[src/rtl/mastermind_pkg.sv]
// Shared encodings and helpers for the Mastermind engine and its scorer.
package mastermind_pkg;

    localparam logic [2:0] ST_IDLE   = 3'd0;
    localparam logic [2:0] ST_PLAY   = 3'd1;
    localparam logic [2:0] ST_WON    = 3'd2;
    localparam logic [2:0] ST_LOST   = 3'd3;
    localparam logic [2:0] ST_SCORE  = 3'd4;
    localparam logic [2:0] ST_FINISH = 3'd5;

    function automatic int width_of(input int n);
        return (n > 1) ? $clog2(n) : 1;
    endfunction

    function automatic int count_w(input int n);
        return $clog2(n + 1);
    endfunction

    // Codes are passed zero-extended to 64 bits so one helper serves every parameterisation.
    function automatic logic [7:0] peg_at(input logic [63:0] code, input int idx, input int cw);
        return 8'(code >> (idx * cw)) & ~(8'hFF << cw);
    endfunction

    function automatic logic [1:0] report_state(input logic [2:0] st);
        case (st)
            ST_IDLE: return 2'd0;
            ST_WON:  return 2'd2;
            ST_LOST: return 2'd3;
            default: return 2'd1;
        endcase
    endfunction

endpackage

[src/rtl/mastermind_engine_scorer.sv]
// Sequential scorer: exact matches plus one colour per cycle of min(#guess, #secret) accumulation.
module mm_scorer
    import mastermind_pkg::*;
#(
    parameter  int PEGS   = 4,
    parameter  int COLORS = 8,
    localparam int CW     = width_of(COLORS),
    localparam int PW     = count_w(PEGS),
    localparam int GW     = PEGS * CW
) (
    input  logic          clk,
    input  logic          rst_n,
    input  logic          start,
    input  logic          abort,
    input  logic [GW-1:0] guess,
    input  logic [GW-1:0] secret,
    output logic          last,
    output logic [PW-1:0] exact,
    output logic [PW:0]   acc
);

    localparam logic [CW-1:0] LAST_C = CW'(COLORS - 1);

    logic          busy_q, busy_d;
    logic [CW-1:0] col_q, col_d;
    logic [PW:0]   acc_q, acc_d;
    logic [PW-1:0] exact_q, exact_d;
    logic [PW-1:0] exact_s, g_cnt_s, s_cnt_s, min_s;

    // Exact matches and occurrences of the colour currently under test
    always_comb begin
        exact_s = {PW{1'b0}};
        g_cnt_s = {PW{1'b0}};
        s_cnt_s = {PW{1'b0}};
        for (int i = 0; i < PEGS; i++) begin
            exact_s = exact_s + PW'(peg_at(64'(guess), i, CW) == peg_at(64'(secret), i, CW));
            g_cnt_s = g_cnt_s + PW'(peg_at(64'(guess), i, CW) == 8'(col_q));
            s_cnt_s = s_cnt_s + PW'(peg_at(64'(secret), i, CW) == 8'(col_q));
        end
        min_s = (g_cnt_s < s_cnt_s) ? g_cnt_s : s_cnt_s;
    end

    // Colour sweep sequencing
    always_comb begin
        busy_d  = busy_q;
        col_d   = col_q;
        acc_d   = acc_q;
        exact_d = exact_q;
        if (abort) begin
            busy_d = 1'b0;
        end else if (start) begin
            busy_d = 1'b1;
            col_d  = {CW{1'b0}};
            acc_d  = {(PW+1){1'b0}};
        end else if (busy_q) begin
            acc_d   = acc_q + {1'b0, min_s};
            exact_d = exact_s;
            if (col_q == LAST_C) begin
                busy_d = 1'b0;
            end else begin
                col_d = col_q + CW'(1'b1);
            end
        end else begin
            busy_d = 1'b0;
        end
    end

    // Scorer state registers
    always_ff @(posedge clk or negedge rst_n) begin
        if (!rst_n) begin
            busy_q  <= 1'b0;
            col_q   <= {CW{1'b0}};
            acc_q   <= {(PW+1){1'b0}};
            exact_q <= {PW{1'b0}};
        end else begin
            busy_q  <= busy_d;
            col_q   <= col_d;
            acc_q   <= acc_d;
            exact_q <= exact_d;
        end
    end

    assign last  = busy_q & (col_q == LAST_C);
    assign exact = exact_q;
    assign acc   = acc_q;

endmodule

[src/rtl/mastermind_engine.sv]
// Mastermind game core: secret latch, guess handshake, turn FSM and write-first history read port.
module mastermind_engine
    import mastermind_pkg::*;
#(
    parameter  int PEGS      = 4,
    parameter  int COLORS    = 8,
    parameter  int MAX_TURNS = 8,
    localparam int CW        = width_of(COLORS),
    localparam int TW        = count_w(MAX_TURNS),
    localparam int PW        = count_w(PEGS),
    localparam int GW        = PEGS * CW
) (
    input  logic          clk,
    input  logic          rst_n,
    input  logic          start,
    input  logic [GW-1:0] secret,
    input  logic          guess_valid,
    output logic          guess_ready,
    input  logic [GW-1:0] guess,
    output logic          score_valid,
    output logic [PW-1:0] exact,
    output logic [PW-1:0] partial,
    output logic          bad_guess,
    output logic [TW-1:0] turn,
    output logic [1:0]    state,
    input  logic [TW-1:0] hist_idx,
    output logic [GW-1:0] hist_guess,
    output logic [PW-1:0] hist_exact,
    output logic [PW-1:0] hist_partial
);

    localparam int            IW        = width_of(MAX_TURNS);
    localparam logic [TW-1:0] MAX_T     = TW'(MAX_TURNS);
    localparam logic [PW-1:0] ALL_EXACT = PW'(PEGS);

    logic [2:0]    state_q, state_d;
    logic [1:0]    state_out_q;
    logic          ready_q;
    logic [GW-1:0] secret_q, secret_d, guess_q, guess_d;
    logic [TW-1:0] turn_q, turn_d, turn_inc_s;
    logic [PW-1:0] exact_q, exact_d, partial_q, partial_d;
    logic          score_valid_q, score_valid_d, bad_guess_q, bad_guess_d;
    logic [GW-1:0] hg_q [MAX_TURNS];
    logic [GW-1:0] hg_d [MAX_TURNS];
    logic [PW-1:0] he_q [MAX_TURNS];
    logic [PW-1:0] he_d [MAX_TURNS];
    logic [PW-1:0] hp_q [MAX_TURNS];
    logic [PW-1:0] hp_d [MAX_TURNS];
    logic [GW-1:0] hist_guess_q, hist_guess_d;
    logic [PW-1:0] hist_exact_q, hist_exact_d, hist_partial_q, hist_partial_d;
    logic          secret_ok_s, guess_ok_s, start_ok_s, accept_s, sc_start_s, sc_last_s;
    logic [PW-1:0] sc_exact_s, fin_partial_s;
    logic [PW:0]   sc_acc_s;
    logic [IW-1:0] wr_idx_s, rd_idx_s;

    mm_scorer #(.PEGS(PEGS), .COLORS(COLORS)) u_scorer (
        .clk    (clk),
        .rst_n  (rst_n),
        .start  (sc_start_s),
        .abort  (start_ok_s),
        .guess  (guess_q),
        .secret (secret_q),
        .last   (sc_last_s),
        .exact  (sc_exact_s),
        .acc    (sc_acc_s)
    );

    // Colour range checks on the raw secret and guess inputs
    always_comb begin
        secret_ok_s = 1'b1;
        guess_ok_s  = 1'b1;
        for (int i = 0; i < PEGS; i++) begin
            secret_ok_s = secret_ok_s & (int'(peg_at(64'(secret), i, CW)) < COLORS);
            guess_ok_s  = guess_ok_s  & (int'(peg_at(64'(guess), i, CW)) < COLORS);
        end
    end

    assign start_ok_s    = start & secret_ok_s;
    assign accept_s      = guess_valid & ready_q & ~start_ok_s;
    assign sc_start_s    = accept_s & guess_ok_s;
    assign fin_partial_s = PW'(sc_acc_s - {1'b0, sc_exact_s});
    assign turn_inc_s    = (turn_q == MAX_T) ? turn_q : turn_q + TW'(1'b1);
    assign wr_idx_s      = IW'(turn_q);
    assign rd_idx_s      = IW'(hist_idx);

    // Game FSM; a valid start overrides everything, including an in-flight score
    always_comb begin
        state_d       = state_q;
        secret_d      = secret_q;
        guess_d       = guess_q;
        turn_d        = turn_q;
        exact_d       = exact_q;
        partial_d     = partial_q;
        score_valid_d = 1'b0;
        bad_guess_d   = 1'b0;
        hg_d          = hg_q;
        he_d          = he_q;
        hp_d          = hp_q;
        if (start_ok_s) begin
            state_d   = ST_PLAY;
            secret_d  = secret;
            turn_d    = {TW{1'b0}};
            exact_d   = {PW{1'b0}};
            partial_d = {PW{1'b0}};
        end else begin
            case (state_q)
                ST_PLAY: begin
                    if (accept_s) begin
                        guess_d = guess;
                        if (guess_ok_s) begin
                            state_d = ST_SCORE;
                        end else begin
                            bad_guess_d = 1'b1;
                        end
                    end else begin
                        state_d = ST_PLAY;
                    end
                end
                ST_SCORE: state_d = sc_last_s ? ST_FINISH : ST_SCORE;
                ST_FINISH: begin
                    hg_d[wr_idx_s] = guess_q;
                    he_d[wr_idx_s] = sc_exact_s;
                    hp_d[wr_idx_s] = fin_partial_s;
                    turn_d         = turn_inc_s;
                    exact_d        = sc_exact_s;
                    partial_d      = fin_partial_s;
                    score_valid_d  = 1'b1;
                    if (sc_exact_s == ALL_EXACT) begin
                        state_d = ST_WON;
                    end else if (turn_inc_s == MAX_T) begin
                        state_d = ST_LOST;
                    end else begin
                        state_d = ST_PLAY;
                    end
                end
                default: state_d = state_q;
            endcase
        end
    end

    // History read sees this cycle's write and the post-update turn count
    always_comb begin
        if ((hist_idx < turn_d) && (hist_idx < MAX_T)) begin
            hist_guess_d   = hg_d[rd_idx_s];
            hist_exact_d   = he_d[rd_idx_s];
            hist_partial_d = hp_d[rd_idx_s];
        end else begin
            hist_guess_d   = {GW{1'b0}};
            hist_exact_d   = {PW{1'b0}};
            hist_partial_d = {PW{1'b0}};
        end
    end

    // Engine registers
    always_ff @(posedge clk or negedge rst_n) begin
        if (!rst_n) begin
            state_q        <= ST_IDLE;
            state_out_q    <= 2'd0;
            ready_q        <= 1'b0;
            secret_q       <= {GW{1'b0}};
            guess_q        <= {GW{1'b0}};
            turn_q         <= {TW{1'b0}};
            exact_q        <= {PW{1'b0}};
            partial_q      <= {PW{1'b0}};
            score_valid_q  <= 1'b0;
            bad_guess_q    <= 1'b0;
            hist_guess_q   <= {GW{1'b0}};
            hist_exact_q   <= {PW{1'b0}};
            hist_partial_q <= {PW{1'b0}};
            for (int i = 0; i < MAX_TURNS; i++) begin
                hg_q[i] <= {GW{1'b0}};
                he_q[i] <= {PW{1'b0}};
                hp_q[i] <= {PW{1'b0}};
            end
        end else begin
            state_q        <= state_d;
            state_out_q    <= report_state(state_d);
            ready_q        <= (state_d == ST_PLAY);
            secret_q       <= secret_d;
            guess_q        <= guess_d;
            turn_q         <= turn_d;
            exact_q        <= exact_d;
            partial_q      <= partial_d;
            score_valid_q  <= score_valid_d;
            bad_guess_q    <= bad_guess_d;
            hist_guess_q   <= hist_guess_d;
            hist_exact_q   <= hist_exact_d;
            hist_partial_q <= hist_partial_d;
            hg_q           <= hg_d;
            he_q           <= he_d;
            hp_q           <= hp_d;
        end
    end

    assign guess_ready  = ready_q;
    assign score_valid  = score_valid_q;
    assign exact        = exact_q;
    assign partial      = partial_q;
    assign bad_guess    = bad_guess_q;
    assign turn         = turn_q;
    assign state        = state_out_q;
    assign hist_guess   = hist_guess_q;
    assign hist_exact   = hist_exact_q;
    assign hist_partial = hist_partial_q;

endmodule

[config.mk]
export PLATFORM = sky130hd
export DESIGN_NAME = mastermind_engine
export DESIGN_NICKNAME = d
export VERILOG_FILES = /design/src/rtl/mastermind_pkg.sv /design/src/rtl/mastermind_engine_scorer.sv /design/src/rtl/mastermind_engine.sv
export SDC_FILE = /design/constraint.sdc
export NUM_CORES = 1
export LEC_CHECK = 0
export CAP_MARGIN = 40
export CORE_MARGIN = 4
export CORE_UTILIZATION = 40
export CTS_CLUSTER_DIAMETER = 30
export CTS_CLUSTER_SIZE = 8
export DETAILED_ROUTE_END_ITERATION = 10
export HOLD_SLACK_MARGIN = 0.12
export SLEW_MARGIN = 20
export SYNTH_ARGS = -nofsm -noshare
export SYNTH_HDL_FRONTEND = slang
export SYNTH_SLANG_ARGS = --single-unit
export TNS_END_PERCENT = 20
[constraint.sdc]
create_clock -name clk -period 9.12 [get_ports clk]
set_input_delay 2.28 -clock clk [delete_from_list [all_inputs] [get_ports clk]]
set_output_delay 2.28 -clock clk [all_outputs]
set_load 0.02 [all_outputs]
Word-level counts from Yosys, hierarchy flattened. Index checks and enable logic that the tools add are counted.

Add/sub/neg operators: 13. Magnitude comparators: 14. Shifts and indexed selects: 0. Bitwise operators: 15. Reduce and logical (&&, ||, !) cells: 9. Divide/modulo/power cells: 0. Equality and inequality tests: 23. Muxes and demuxes: 56. Multipliers: 0.

Operators by type and width (count): 2-to-1 mux 96 bit (2); bitwise mux 96 bit (1); 2-to-1 mux 24 bit (4); 2-to-1 mux 3 bit (18); bitwise mux 24 bit (2); 2-to-1 mux 12 bit (4); binary-select mux 12 bit (select 3 bit) (1); demux 12 bit (select 3 bit) (1); equality test 3 bit (12); < comparator 3 x 4 -> 1 bit, second input constant (8); 2-to-1 mux 4 bit (5); adder 3 x 1 -> 3 bit (6); binary-select mux 3 bit (select 3 bit) (2); equality test 3 bit, second input constant (4); bitwise AND 1 bit (11); 2-to-1 mux 1 bit (11); demux 3 bit (select 3 bit) (1); case mux 3 bit (3 select lines) (1); AND reduction 3 bit (3); equality test 4 bit, second input constant (2); greater-or-equal comparator 4 bit, second input constant (2); NOT 3 -> 4 bit (2); adder 1 x 1 -> 2 bit (3); equality test 3 x 1 -> 1 bit, second input constant (2); other kinds (17) (22).

Memory bits (read-only): 0. Word-level logic and storage cells: 171. Memory bits (writable): 0. Input bits: 32. Bits in registers: 215. Memories kept: 0. Output and inout bits: 33. Bits in latches: 0.

Longest topological paths before layout.
Word-level depth: 12. Mapped depth: 19. Depth with buffers taken out: 18.

Hierarchy. A second synthesis with hierarchy kept.

Cells, all modules: 815. Area, all modules: 10217.3 um^2.

By module, submodules not included: mastermind_engine (area each 8968.6 um^2, cells an instance 680, sequential area each 5079.9 um^2, times used 1); mm_scorer (area each 1248.7 um^2, cells an instance 135, sequential area each 275.3 um^2, times used 1).

Worst setup path after synthesis. No wires, ideal clock.

Path kind: input port to flip-flop. From: input start. To: register hist_partial_q[2] (netlist: hist_partial[2]). Library setup time: 105 ps. Required time: 9015 ps. Data arrival time: 4452 ps. Buffers on the path: 3. Path slack: 4563 ps. Cell stages on the path: 10. Path through: buf_6 > clkbuf_1 > or2_2 > ha_1 > a21o_1 > a211o_1 > a41o_1 > buf_6 > a311o_1 > nor4b_1.

Longest elaborated chain between the ends: 6. Elaborated cells between the ends (all ways): 9. Those cells by class: order compare: 1; mux: 6; bitwise: 1; reduce/logical: 1.

RTL lines: start, declared (RTL line mastermind_engine.sv:15) `input logic start,`; bitwise AND 1 bit * (RTL line mastermind_engine.sv:78) `assign start_ok_s = start & secret_ok_s;`; 2-to-1 mux 24 bit (RTL line mastermind_engine.sv:99) `if (start_ok_s) begin`; binary-select mux 3 bit (select 3 bit) (RTL line mastermind_engine.sv:146) `hist_partial_d = hp_d[rd_idx_s];`; 2-to-1 mux 3 bit (not written as such) (2 in series) (RTL line mastermind_engine.sv:146); 2-to-1 mux 3 bit * (RTL line mastermind_engine.sv:143) `if ((hist_idx < turn_d) && (hist_idx < MAX_T)) begin`; net hist_partial_d[2] (RTL line mastermind_engine.sv:50) `logic [PW-1:0] hist_exact_q, hist_exact_d, hist_partial_q, hist_partial_d;`; end signal, assigned (RTL line mastermind_engine.sv:169) `hist_partial_q <= {PW{1'b0}};`; end signal, assigned (RTL line mastermind_engine.sv:188) `hist_partial_q <= hist_partial_d;`; end, declared (RTL line mastermind_engine.sv:50).

The timed path passes the listed nets; every way through them passes the cells marked *. The select of a mux whose other input is x is not followed. A chain may end at the register's enable or synchronous reset.

Worst setup path after layout. Ends and elaborated chain as after synthesis.

==> results.md <==
* Max stage delay on crit path at about 0.60 ns
* Maximum clock path buffer count at 3
* Max_cap viols at 0
* Origin of the critical flop-to-flop path: guess_q[1]
* Clock power frac at between 50% and 60%
* DRC viols at 0
* Critical-path cell list: clkdlybuf4s50_1, buf_4, nand4bb_1, inv_4, nand3_2, nor2_1, nor4b_1, a311o_1, nor4b_1
* CTS tree: built
* Die Wd at between 150 and 200 µm
* Final setup viols at 0
* Sequential Power Share at about 31%
* EDFF count, synth at 0
* Leak at ~6.3 nW
* Worst R2R End: u_scorer.acc[2]
* Hold Path Origin: hg_q[9]
* Hold Fails Final Rpt at 0
* Initial drt markers at roughly 600
* Vias per cell at 5.49
* Core Box Area at 26400 µm²
* Synth cell types at ~70
* Synth cell count leaders: dfrtp_1, mux2_2, nand2_1
* Sequential share of the synthesized area at about half
* HPWL after DPL at about 18000 µm
* Sw Pwr at 1.08 mW
* Clk root buf: clkbuf_16
* Post-CTS setup buffer count at 0
* Largest net degree at the start of global routing at between 70 and 80
* First-pass iteration count of the detailed router at 5
* Avg WL per Cell at slightly below 20 µm
* Syn Nets at between 1000 and 1500
* Clk slew on worst S/H paths at around 0.050 ns
* Antenna cells at 0
* Fin Setup TNS at 0 ns
* P_int at 2.72 mW
* Hold-critical path depth at 2
* DRT antenna net count at 0
* Vias at 7890
* Num CTS Buffers at 50
* Mean Syn Cell Area at approximately 11 µm²
* Top-area cell type share of the netlist area at about half
* Hold WC Path Type: register to register
* Top-Level Pins at 65
* Hold Crit Endpoint: hg_q[9]
* Outcome: complete, no violations
* Pre-CTS WS at 3.50 ns
* CP Max Fanout at 35
* Final Max Tran Viols at 0
* Most frequent cell after synthesis: dfrtp_1
* Post-CTS Resized at 0
* Clock period minus worst slack at 5.06 ns
* Cts hold-fix bufs at 0
* Worst path required time at between 9 and 10 ns
* Worst path slowest cell: nand4bb_1
* Die ar. at approximately 30000 µm²
* Initial antenna violation count at 0
* GRT Total Usage at approximately a fifth
* Syn Std Cell Area at about 11000 µm²
* Combinational share of power at a little under a fifth
* Reg2reg path depth at 17
* RSZ-0062 raised after global routing: no
* IO Port Bufs at 63
* Layout area overhead at 24.7%
* FILL cells at roughly 2400
* Post-synth top flop: dfrtp_1
* Arrival time at the worst endpoint at ~5.5 ns
* Share of synthesized registers carrying an async set or reset at 100%
* CP dominant cell by count: nor4b_1
* Critical Path End Type: register
* Maximum VDD drop at between 100 and 150 µV
* Remaining Overflow, GRT at 0
* Synth area leader: dfrtp_1
* Top cells by area, synth: dfrtp_1, mux2_2, nand2_1
* Fraction of layout cells with a size suffix above 1 at between 20 and 25%
* Sw Ratio at 28.5%
* CTS Sinks at between 200 and 250
* Worst-Margin Slew at 0.836 ns
* PwrDens at ~280 nW/µm²
* Final cycle utilization of the critical path at between 50% and 60%
* WS Path Type: input port to register
* Htree depth at 2
* Initial Utilization at about two fifths
* FF+latch count, synth at about 210
* Row cnt at 59
* Yosys Warn Count at 0
* Cells after Synth at roughly 1000
* Max Fclk at a little under 200 MHz
* Setup crit start kind: input port
* Die H at about 170 µm
* Max Clock Skew at about 0.028 ns
* First-pass GRT wire length at roughly 46000 µm
* Worst Setup Slack, final at ~4 ns
* Final nets at about 1100
* Slew HR at between 40 and 50%
* Worst R2R Setup Slack at roughly 4.8 ns
* Worst skew pair latency at around 0.55 ns
* Vias in the first global route at about 8000
* GP Congestion at about 0.79
* Total wire length at between 20000 and 30000 µm
## critical path: cells and delay by family
family	cells	cell delay, ns
buffers and inverters	3	0.99
AOI/OAI and AO/OA	1	0.36
and+or+nand+nor	5	1.80
## final cells by class
type	instances	area [µm²]	area share, %
clock inverters	24	455	3.38
clock buffers	67	1400	10.3
well taps	335	419	3.11
inverters	39	151	1.12
repair buffers	85	847	6.28
multi-input cells	673	4880	36.2
flip-flops and latches	213	5330	39.5
## layout by cell type, fill, tap and decap left out, types with 25 or more instances in the layout
cell type and n:
a21oi_1 41, nor2_1 59, o22ai_1 25, nor3_1 37
clkbuf_16 50, nand2_1 98, dfrtp_1 213, clkdlybuf4s50_1 61
o21ai_0 39, inv_1 36, mux2_2 116
## per-layer routing
metal | part of all wire (%) | track usage [%]
met1 | 47 | 28.3
met2 | 46 | 30.1
met3 | 5.1 | 3.91
met4 | 1.5 | 4.68
met5 | 0 | 0
## kinds of logic (layout without fill, tap and decap cells)
| logic type | after synthesis | after routing | synth area share [%] |
|---|---|---|---|
| flops | 213 | 213 | 49.3 |
| mux | 139 | 139 | 14.4 |
| fa+ha+maj | 22 | 22 | 2.89 |
| compound gates | 199 | 199 | 12.2 |
| simple gates | 270 | 270 | 12.2 |
| xor+xnor | 42 | 42 | 3.40 |
| buf+inv | 124 | 215 | 5.54 |
| other cells | 1 | 1 | 0.0347 |
## through the flow
step                power [mW]  area (µm²)  cells  utilization, %  hold WS (ns)
finish                    3.81       13500   1436            51.2         0.460
global route              3.97       13500   1436            51.2         0.480
CTS                       3.84       13500   1435            51.1         0.462
detailed placement        1.88       11600   1344            44.1         0.450
global placement          1.86       11500   1340            43.8         0.443
floorplan                 1.62       10800   1010               -         0.432
## power by group through the flow
stage	Combinational, mW	Clock [mW]	Sequential, mW
after floorplan	0.491	0	1.12
after global placement	0.667	0	1.19
after detailed placement	0.689	0	1.20
after CTS	0.694	1.96	1.18
after global routing	0.759	2.02	1.20
final	0.688	1.94	1.18
## sequential cells by signal, indices dropped and copies added, names as in the netlist, 4 cells and up
| name | count |
|---|---|
| guess_q | 12 |
| secret_q | 12 |
| hp_q | 24 |
| hg_q | 96 |
| turn | 4 |
| he_q | 24 |
| hist_guess | 12 |
## worst max-delay path by stage
stage | startpoint | endpoint | slack, ns | depth (start not counted)
floorplan | start | hist_partial[2] | 4.56 | 10
global placement | start | hist_partial[2] | 3.57 | 9
detailed placement | start | hist_partial[2] | 3.50 | 9
CTS | start | hist_partial[2] | 4.05 | 9
global route | hist_idx[1] | hist_exact[2] | 3.83 | 7
finish | start | hist_partial[2] | 4.06 | 9
No activity file was read; power rests on OpenSTA's default activity.
